`src/rtl/alarm_sched_if.sv`:
```
// rtl/alarm_sched_if.sv - request/grant bundle between the vital-sign alarm sources and the alarm scheduler
//
// Purpose: groups the scheduler's control inputs and its registered grant/alarm outputs.
// Signals:
//   sw      post-op monitoring enable
//   req     [2:0] level alarm requests (0 = heart rate, 1 = SpO2, 2 = temperature)
//   tick    one-cycle time-base strobe
//   clear0  operator acknowledge
//   grant   [2:0] one-hot channel currently shown
//   alarm   one-cycle pulse on each new grant
//   history one-cycle pulse with alarm when the channel re-alarmed inside its window
//   buzz    high for the whole SHOW period of a grant that raised history
// Modports: master drives the inputs (environment), slave is the scheduler.
interface alarm_sched_if;
    logic       sw;
    logic [2:0] req;
    logic       tick;
    logic       clear0;
    logic [2:0] grant;
    logic       alarm;
    logic       history;
    logic       buzz;

    modport master (
        output sw, req, tick, clear0,
        input  grant, alarm, history, buzz
    );

    modport slave (
        input  sw, req, tick, clear0,
        output grant, alarm, history, buzz
    );
endinterface

```
`src/rtl/alarm_sched.sv`:
```
// rtl/alarm_sched.sv - three-channel vital-sign alarm scheduler with hold time and re-alarm history
//
// Purpose: picks one pending alarm channel, shows it for HOLD_TICKS ticks (or until
// acknowledged), inserts a one-cycle gap, and flags re-alarms of a channel that occur
// within HIST_WIN ticks of that channel's previous grant.
// Ports:
//   clk  system clock, rising edge
//   rst  synchronous active-high reset
//   bus  alarm_sched_if.slave (sw, req, tick, clear0 in; grant, alarm, history, buzz out)
// Parameters:
//   HOLD_TICKS  ticks a granted alarm is shown (1..255)
//   HIST_WIN    history window length in ticks (1..255)
// Build option:
//   ALARM_SCHED_FIXED_PRIO_EN  fixed priority arbitration (bit 0 highest) instead of round-robin
module alarm_sched #(
    parameter int HOLD_TICKS = 4,
    parameter int HIST_WIN   = 10
) (
    input  logic          clk,
    input  logic          rst,
    alarm_sched_if.slave  bus
);

    typedef enum logic [1:0] {IDLE, SCAN, SHOW, GAP} state_t;

    localparam logic [7:0] HOLD_LAST = 8'(HOLD_TICKS - 1);
    localparam logic [7:0] HIST_LOAD = 8'(HIST_WIN);

    state_t     state_q, state_d;
    logic [1:0] win_q;
    logic [1:0] win_sel;
    logic [7:0] hold_q;
    logic [7:0] timer_q [3];
    logic       show_end;
    logic       take;

    logic [2:0] grant_q, grant_d;
    logic       alarm_q, alarm_d;
    logic       history_q, history_d;
    logic       buzz_q, buzz_d;

    function automatic logic [1:0] inc3(input logic [1:0] x);
        return (x == 2'd2) ? 2'd0 : x + 2'd1;
    endfunction

    function automatic logic [2:0] onehot(input logic [1:0] x);
        logic [2:0] v;
        v = 3'b000;
        v[x] = 1'b1;
        return v;
    endfunction

    // clear0 wins over tick; both only matter while showing
    assign show_end = (state_q == SHOW) &&
                      (bus.clear0 || (bus.tick && hold_q == HOLD_LAST));
    assign take     = bus.sw && (state_q == SCAN) && (bus.req != 3'b000);

`ifdef ALARM_SCHED_FIXED_PRIO_EN
    always_comb begin
        win_sel = 2'd0;
        if (bus.req[0])      win_sel = 2'd0;
        else if (bus.req[1]) win_sel = 2'd1;
        else if (bus.req[2]) win_sel = 2'd2;
    end
`else
    logic [1:0] p_q;
    logic [1:0] cand1, cand2;

    assign cand1 = inc3(p_q);
    assign cand2 = inc3(cand1);

    // Later assignments override earlier ones, so the search order is p, p+1, p+2.
    always_comb begin
        win_sel = 2'd0;
        if (bus.req[cand2]) win_sel = cand2;
        if (bus.req[cand1]) win_sel = cand1;
        if (bus.req[p_q])   win_sel = p_q;
    end

    always_ff @(posedge clk) begin
        if (rst || !bus.sw) begin
            p_q <= 2'd0;
        end else if (state_q == GAP) begin
            p_q <= inc3(win_q);
        end
    end
`endif

    // State and output registers
    always_ff @(posedge clk) begin
        if (rst) begin
            state_q   <= IDLE;
            grant_q   <= 3'b000;
            alarm_q   <= 1'b0;
            history_q <= 1'b0;
            buzz_q    <= 1'b0;
        end else begin
            state_q   <= state_d;
            grant_q   <= grant_d;
            alarm_q   <= alarm_d;
            history_q <= history_d;
            buzz_q    <= buzz_d;
        end
    end

    // Next-state logic; dropping sw overrides everything
    always_comb begin
        state_d = state_q;
        case (state_q)
            IDLE:    if (bus.sw) state_d = SCAN;
            SCAN:    if (bus.req != 3'b000) state_d = SHOW;
            SHOW:    if (show_end) state_d = GAP;
            GAP:     state_d = SCAN;
            default: state_d = IDLE;
        endcase
        if (!bus.sw) state_d = IDLE;
    end

    // Next values of the registered outputs
    always_comb begin
        grant_d   = 3'b000;
        alarm_d   = 1'b0;
        history_d = 1'b0;
        buzz_d    = 1'b0;
        if (take) begin
            grant_d   = onehot(win_sel);
            alarm_d   = 1'b1;
            history_d = (timer_q[win_sel] != 8'd0);
            buzz_d    = (timer_q[win_sel] != 8'd0);
        end else if (bus.sw && state_q == SHOW && !show_end) begin
            grant_d = grant_q;
            buzz_d  = buzz_q;
        end
    end

    // Datapath: winner, hold counter, per-channel history timers
    always_ff @(posedge clk) begin
        if (rst) begin
            win_q  <= 2'd0;
            hold_q <= 8'd0;
            for (int i = 0; i < 3; i++) timer_q[i] <= 8'd0;
        end else begin
            if (take) win_q <= win_sel;

            if (bus.sw && state_q == SHOW && !show_end) begin
                if (bus.tick) hold_q <= hold_q + 8'd1;
            end else begin
                hold_q <= 8'd0;
            end

            for (int i = 0; i < 3; i++) begin
                if (!bus.sw) begin
                    timer_q[i] <= 8'd0;
                end else if (state_q == GAP && win_q == 2'(i)) begin
                    // the load wins over a coincident tick
                    timer_q[i] <= HIST_LOAD;
                end else if (bus.tick && timer_q[i] != 8'd0) begin
                    timer_q[i] <= timer_q[i] - 8'd1;
                end
            end
        end
    end

    assign bus.grant   = grant_q;
    assign bus.alarm   = alarm_q;
    assign bus.history = history_q;
    assign bus.buzz    = buzz_q;

endmodule

```
`src/flat_wrapper.sv`:
```
// flat-port wrapper written by rule: the top's interface ports become plain ports
module alarm_sched_flat 
#(
    parameter int HOLD_TICKS = 4,
    parameter int HIST_WIN   = 10
)
  (clk, rst, bus_sw, bus_req, bus_tick, bus_clear0, bus_grant, bus_alarm, bus_history, bus_buzz);
  alarm_sched_if bus_i ();
  input  logic clk;
  input  logic rst;
  input wire logic [$bits(bus_i.sw)-1:0] bus_sw;
  input wire logic [$bits(bus_i.req)-1:0] bus_req;
  input wire logic [$bits(bus_i.tick)-1:0] bus_tick;
  input wire logic [$bits(bus_i.clear0)-1:0] bus_clear0;
  output wire logic [$bits(bus_i.grant)-1:0] bus_grant;
  output wire logic [$bits(bus_i.alarm)-1:0] bus_alarm;
  output wire logic [$bits(bus_i.history)-1:0] bus_history;
  output wire logic [$bits(bus_i.buzz)-1:0] bus_buzz;
  assign bus_i.sw = bus_sw;
  assign bus_i.req = bus_req;
  assign bus_i.tick = bus_tick;
  assign bus_i.clear0 = bus_clear0;
  assign bus_grant = bus_i.grant;
  assign bus_alarm = bus_i.alarm;
  assign bus_history = bus_i.history;
  assign bus_buzz = bus_i.buzz;
  alarm_sched #(.HOLD_TICKS(HOLD_TICKS), .HIST_WIN(HIST_WIN)) u_core (.clk(clk), .rst(rst), .bus(bus_i));
endmodule
```
`config.mk`:
```
export PLATFORM = sky130hd
export DESIGN_NAME = alarm_sched_flat
export DESIGN_NICKNAME = d
export VERILOG_FILES = /design/src/rtl/alarm_sched_if.sv /design/src/rtl/alarm_sched.sv /design/src/flat_wrapper.sv
export SDC_FILE = /design/constraint.sdc
export NUM_CORES = 1
export LEC_CHECK = 0
export ABC_AREA = 1
export BUFFER_PORTS_ARGS = -buffer_cell sky130_fd_sc_hd__buf_2
export CELL_PAD_IN_SITES_DETAIL_PLACEMENT = 0
export CELL_PAD_IN_SITES_GLOBAL_PLACEMENT = 1
export CORE_ASPECT_RATIO = 1.4
export CORE_MARGIN = 4
export CORE_UTILIZATION = 49
export DETAILED_ROUTE_END_ITERATION = 10
export PLACE_DENSITY_LB_ADDON = 0.2
export SYNTH_ARGS = -nofsm -noshare
export SYNTH_HDL_FRONTEND = slang
export SYNTH_SLANG_ARGS = --single-unit
```
`constraint.sdc`:
```
create_clock -name clk -period 4.01 [get_ports clk]
set_input_delay 0.6015 -clock clk [delete_from_list [all_inputs] [get_ports clk]]
set_output_delay 0.6015 -clock clk [all_outputs]
set_load 0.1 [all_outputs]
```
==> metrics.md, run 1 <==
| Metric | Value |
|---|---|
| Hold WC Path Type | `flop to flop` |
| Switching power | `250 µW` |
| Htree depth | `2` |
| Setup TNS | `0 ps` |
| Status | `completed` |
| Largest net degree at the start of global routing | `13` |
| Synth area leader | `edfxtp_1` |
| Switching Fraction | `27.0%` |
| Share of power burned in registers | `55.8%` |
| Max frequency | `0.535 GHz` |
| DRT antenna net count | `0` |
| Synth Cell Area | `2400 µm²` |
| Detailed Routing Iterations Pass 1 | `4` |
| Final period util | `46.6%` |
| Remaining DRCs | `0` |
| Global route total overflow | `0` |
| Core Footprint | `4640 µm²` |
| PD cells | `354 nW/µm²` |
| Crit end category | `flop` |
| Hold_buf cts | `0` |
| Netlist cell types | `33` |
| Area grow syn2layout | `8.80%` |
| Drt total wl | `4270 µm` |
| Clock Pin Slew Worst Setup and Hold Paths | `80 ps` |
| Startpoint types | `flop` |
| Max-Cap Viols | `0` |
| Ports | `14` |
| Ant diodes | `0` |
| Initial antenna violation count | `0` |
| Vias in the first global route | `1816` |
| Commonest non-fill, non-tap cell in the layout | `nand2_1` |
| Worst Path Class, Setup | `flop to flop` |
| Top cell type's share of synthesized area | `30.0%` |
| Num Clock Sinks | `44` |
| Place WS | `1900 ps` |
| Die X | `67.2 µm` |
| Share of post-route cells with drive strength above 1 | `12.0%` |
| Num rows | `29` |
| Inserted Clock Buffers | `5` |
| Min Tclk post-route | `1870 ps` |
| Top cells by area in the synthesized netlist | `edfxtp_1 (30%), dfxtp_1 (17%), nand2_1 (9.8%), nor2_1 (7.8%), inv_1 (6.6%)` |
| Clk_lat worst skew | `290 ps` |
| Via/cell ratio | `4.82` |
| Final setup fails | `0` |
| Hpwl dp | `3400 µm` |
| Fin Hold WS | `483 ps` |
| Final Worst Setup Slack | `2140 ps` |
| Most frequent cells in the layout | `nand2_1 (63), nor2_1 (50), inv_1 (42)` |
| CP arrival | `1790 ps` |
| Routability congestion estimate | `0.742` |
| PortBufs | `13` |
| Static leakage | `0.00115 µW` |
| Part of the power in combinational logic | `15.9%` |
| Longest Clk Path Bufs | `2` |
| Number of synthesis warnings | `0` |
| GR Util All Layers | `16.2%` |
| Synth Instances | `296` |
| RSZ-0062 raised after global routing | `false` |
| Final net count | `333` |
| Rel. slew slack | `67.4%` |
| Die area | `6100 µm²` |
| Internal power | `674 µW` |
| Worst Skew | `11.2 ps` |
| Iteration-0 DRC Markers | `75` |
| PostCTS Resize Cnt | `0` |
| Avg Cell Area, Syn | `8.12 µm²` |
| Max FO, Critical Path | `8` |
| Number of synthesized register bits | `44` |
| PnR Total Power | `924 µW` |
| CTS tree | `built` |
| CP required | `3930 ps` |
| Final hold vios | `0` |
| Syn nets | `314` |
| Clock Power Share | `28.3%` |
| Global-route wire length before repair | `7610 µm` |
| Worst vdd ir | `239 µV` |
| Wire length per cell | `11.3 µm` |
| Register area share after synthesis | `46.7%` |
| Post-CTS Setup Bufs | `0` |
| Die Y | `90.8 µm` |
| Routed vias | `1821` |
| CTS root buffer | `clkbuf_8` |
| Worst Max-Slew Pin Slew | `492 ps` |
| Max Slew Vio Count | `0` |
| Initial Utilization | `51.7%` |
[synthesized netlist by cell type]
cell       n
nand2_2    2
o21ai_1    3
nor3_1     5
o21ai_0    6
a21oi_2    3
nor2_2     2
nand3_2    2
nor3b_2    1
inv_2      3
or2_2      2
nand3_1   14
nor3_2     2
nor3b_1    4
a211oi_1   1
nand2_1   63
a21boi_0   1
xor2_1     5
xnor2_1    4
nor2_8     1
dfxtp_1   20
or2_0      1
inv_1     42
and3_1     1
edfxtp_1  24
buf_6      1
nand4_1    7
ha_1      10
nand3b_1   1
a21oi_1   11
a22oi_1    1
o31ai_1    1
o21ai_2    2
nor2_1    50
[final timing paths]
| check | start | cells after the start | end | slack, ps |
|---|---|---|---|---|
| worst max register to register | u_core.timer_q[1][0] | 7 | u_core.timer_q[1][7] | 2140 |
| worst min-delay path | u_core.bus.grant[1] | 2 | u_core.bus.grant[1] | 480 |
| worst min register to register | u_core.bus.grant[1] | 2 | u_core.bus.grant[1] | 480 |
| worst max-delay path | u_core.timer_q[1][0] | 7 | u_core.timer_q[1][7] | 2140 |
[logic make-up (layout without fill, tap and decap cells)]
family / after synthesis / after routing / share of synthesized area [%]
and+or+nand+nor: 158 / 158 / 30.1
buffers and inverters: 46 / 66 / 7.50
DFF: 44 / 44 / 46.7
AOI/OAI and AO/OA: 29 / 29 / 7.24
adders and majority gates: 10 / 10 / 5.21
xor gates and xnor gates: 9 / 9 / 3.28
[final cells by class]
type | count | area [µm²]
inverter | 45 | 169
tap | 62 | 77.6
timing repair buffer | 13 | 65.1
multi-input combinational | 206 | 1100
fill | 473 | 2030
sequential | 44 | 1120
clock buffer | 8 | 80.1
[stage by stage]
step / util (%) / instances / instance area, µm²
after floorplan: - / 296 / 2400
after detailed placement: 54.6 / 370 / 2530
final: 56.3 / 378 / 2610
after global placement: 54.6 / 370 / 2530
after CTS: 56.3 / 378 / 2610
after global routing: 56.3 / 378 / 2610
[layer usage]
metal  vias to the layer above  share of wire, %  track usage [%]
li1                        992                 -                -
met1                       811                45             19.5
met2                        14                51             27.2
met3                         4               2.6             4.23
met4                         0               1.3             5.58
met5                         -                 0                0
[power groups by stage]
stage | sequential, µW | combinational [µW] | clock, µW
detailed placement | 526 | 148 | 0
global placement | 526 | 149 | 0
global route | 519 | 170 | 290
CTS | 516 | 149 | 271
finish | 516 | 147 | 261
floorplan | 531 | 110 | 0
[sequential cells by signal (all words and copies together) (netlist names)]
name	count
u_core.timer_q	24
u_core.hold_q	8
u_core.bus.grant	3
u_core.p_q	2
u_core.state_q	2
u_core.win_q	2
u_core.bus.alarm	1
u_core.bus.buzz	1
u_core.bus.history	1
[critical path, stage by stage, from the launching register on]
cell	delay (ps)
edfxtp_1	400
inv_1	130
ha_1	160
nand3_1	80
nor2_1	160
nor3_2	70
inv_2	150
nand4_1	360
Note: power is estimated with default switching activity, not from simulation.
==> run 2, diff against run 1 <==
CORE_UTILIZATION = 41   (was 49)
clock period = 1.6 ns   (was 4.01 ns; I/O delays follow)
==> run 2 against run 1 <==
  * Largest cell class is now multi-input combinational cells
  * Critical path type unchanged
  * Sequential share of layout area is 3.3 points lower
  * Non-clock buffer count is 21 higher
  * Maximum frequency is 23% higher
==> metrics.md, run 2 (same netlist as run 1, synthesis figures left out) <==
| Metric | Value |
|---|---|
| Commonest non-fill, non-tap cell in the layout | `nand2_1` |
| CTS root buffer | `clkbuf_8` |
| Fin util | `50.5% (-5.8 points)` |
| Share of post-route cells with drive strength above 1 | `21.4% (+9.3 points)` |
| Routability congestion estimate | `0.797 (+7.4%)` |
| Static leakage | `0.00127 µW (+11%)` |
| Die area | `7170 µm² (+17%)` |
| Final net count | `354 (+6.3%)` |
| Startpoint types | `flop` |
| Max FO, Critical Path | `8 (unchanged)` |
| Switching Fraction | `27.9% (+0.92 points)` |
| Final hold vios | `0 (unchanged)` |
| Internal power | `1730 µW (+160%)` |
| Routed vias | `1896 (+4.1%)` |
| Worst Skew | `8.79 ps (-2.38 ps)` |
| Crit-path cells | `inv_2 -> ha_1 -> nand3_1 -> nor2_1 -> nor3_2 -> inv_2 -> nand4_1 -> buf_12` |
| Remaining DRCs | `0 (unchanged)` |
| Worst vdd ir | `446 µV (+87%)` |
| Global route total overflow | `0 (unchanged)` |
| Area grow syn2layout | `17.9%` |
| Placed cell areas | `2690 µm² (+6.0%)` |
| CP most frequent cell | `inv_2` |
| CP required | `1660 ps (-2270 ps)` |
| Ports | `14 (unchanged)` |
| Max reg flops | `24 (unchanged)` |
| Vias in the first global route | `1848 (+1.8%)` |
| Hold WC Path Type | `primary input to flop` |
| Final setup fails | `0 (unchanged)` |
| Min Tclk post-route | `1520 ps (-354 ps)` |
| Max-Cap Viols | `0 (unchanged)` |
| Crit end category | `flop` |
| Worst path slowest cell | `edfxtp_1` |
| Clk_lat worst skew | `300 ps (about the same)` |
| Clock Pin Slew Worst Setup and Hold Paths | `80 ps (about the same)` |
| Iteration-0 DRC Markers | `81 (+8.0%)` |
| Final Cell Area | `2830 µm² (+8.3%)` |
| Worst Path Class, Setup | `flop to flop` |
| Status | `completed` |
| Slowest stage delay, CP | `410 ps (about the same)` |
| Core Footprint | `5610 µm² (+21%)` |
| Num rows | `32 (+10%)` |
| Detailed Routing Iterations Pass 1 | `4 (unchanged)` |
| Inserted Clock Buffers | `5 (unchanged)` |
| Setup TNS | `0 ps (unchanged)` |
| Die Y | `98.6 µm (+8.5%)` |
| Max frequency | `0.660 GHz (+23%)` |
| Htree depth | `2 (unchanged)` |
| Share of power burned in registers | `53.8% (-2.0 points)` |
| PD cells | `849 nW/µm² (+140%)` |
| Longest Clk Path Bufs | `2 (unchanged)` |
| Global-route wire length before repair | `7720 µm (+1.5%)` |
| CP arrival | `1580 ps (-210 ps)` |
| Rel. slew slack | `67.8% (+0.38 points)` |
| Initial Utilization | `42.9% (-8.9 points)` |
| Most frequent cells in the layout | `nand2_1 (62), nor2_1 (46), inv_1 (39)` |
| Part of the power in combinational logic | `18.4% (+2.5 points)` |
| Final period util | `94.7% (+48 points)` |
| Num Clock Sinks | `44 (unchanged)` |
| Initial antenna violation count | `0 (unchanged)` |
| PortBufs | `13 (unchanged)` |
| Largest net degree at the start of global routing | `14 (+1)` |
| Hold_buf cts | `0 (unchanged)` |
| Die X | `72.7 µm (+8.2%)` |
| Hpwl dp | `3650 µm (+7.3%)` |
| Drt total wl | `4550 µm (+6.6%)` |
| DRT antenna net count | `0 (unchanged)` |
| CTS tree | `built` |
| Ant diodes | `0 (unchanged)` |
| Wire length per cell | `11.2 µm (-0.50%)` |
| Max Slew Vio Count | `0 (unchanged)` |
| Most flop-heavy register | `u_core.timer_q` |
| Via/cell ratio | `4.68 (-2.8%)` |
| Clock Power Share | `27.9% (-0.4 points)` |
| Worst Max-Slew Pin Slew | `486 ps (-5.71 ps)` |
| Switching power | `671 µW (+170%)` |
| GR Util All Layers | `13.7% (-2.5 points)` |
[run 2: cell count changes in the layout (fill, tap and decap cells not counted), moves of 2 or more]
| cell | previous run | this run |
|---|---|---|
| buf_4 | 0 | 20 |
| nor2_1 | 50 | 46 |
| nor2_2 | 2 | 6 |
| clkbuf_1 | 3 | 0 |
| inv_1 | 42 | 39 |
| inv_2 | 3 | 6 |
| clkinv_2 | 0 | 2 |
| nand2_4 | 0 | 2 |
[run 2: worst paths after layout]
check             cells past startpoint  slack, ps            startpoint                   end
setup reg to reg                      8         80  u_core.timer_q[1][0]  u_core.timer_q[1][6]
hold reg to reg                       2        490      u_core.hold_q[7]      u_core.hold_q[7]
hold / removal                        3        250              bus_tick      u_core.hold_q[1]
setup / recovery                      8         80  u_core.timer_q[1][0]  u_core.timer_q[1][6]
[run 2: area by class of cell]
cell class | count | area [µm²]
clock buffer | 5 | 68.8
clock inverter | 3 | 13.8
fill | 584 | 2770
inverter | 45 | 169
multi-input combinational | 206 | 1140
sequential | 44 | 1120
tap | 68 | 85.1
timing repair buffer | 34 | 235
[run 2: per-stage QoR]
| stage | cells | hold slack, ps | setup WS, ps | power, µW |
|---|---|---|---|---|
| final | 405 | 246 | 84.2 | 2400 |
| after global routing | 405 | 251 | -4.90 | 2540 |
| after CTS | 401 | 239 | 2.21 | 2410 |
| after detailed placement | 393 | 481 | -63.1 | 1740 |
| after global placement | 393 | 477 | -29.5 | 1740 |
| after floorplan | 296 | 380 | 8.17 | 1610 |
[run 2: timing repair]
action | CTS | global route
setup buffers | 0 | 4
endpoints found under the setup margin | 8 | 26
pin swaps | 1 | 4
gates resized for setup | 1 | 10
[run 2: layer usage]
metal / up-vias / track usage [%] / part of all wire [%]
met1: 833 / 15.6 / 46
met2: 15 / 24.3 / 51
li1: 1041 / - / -
met3: 7 / 3.06 / 2.0
met4: 0 / 5.11 / 1.7
met5: - / 0 / 0
[run 2: power by group through the flow]
| stage | registers (µW) | clock network (µW) | logic [µW] |
|---|---|---|---|
| 2_1_floorplan | 1330 | 0 | 276 |
| 3_3_place_gp | 1320 | 0 | 423 |
| 3_5_place_dp | 1320 | 0 | 421 |
| 4_1_cts | 1290 | 689 | 425 |
| 5_1_grt | 1300 | 737 | 503 |
| 6_report | 1290 | 670 | 441 |
[run 2: worst max-delay path, delay by kind of cell (launching register included)]
kind / cells / cell delay, ps
fa+ha+maj: 1 / 140
simple gates: 4 / 410
buf+inv: 3 / 330
flops: 1 / 410
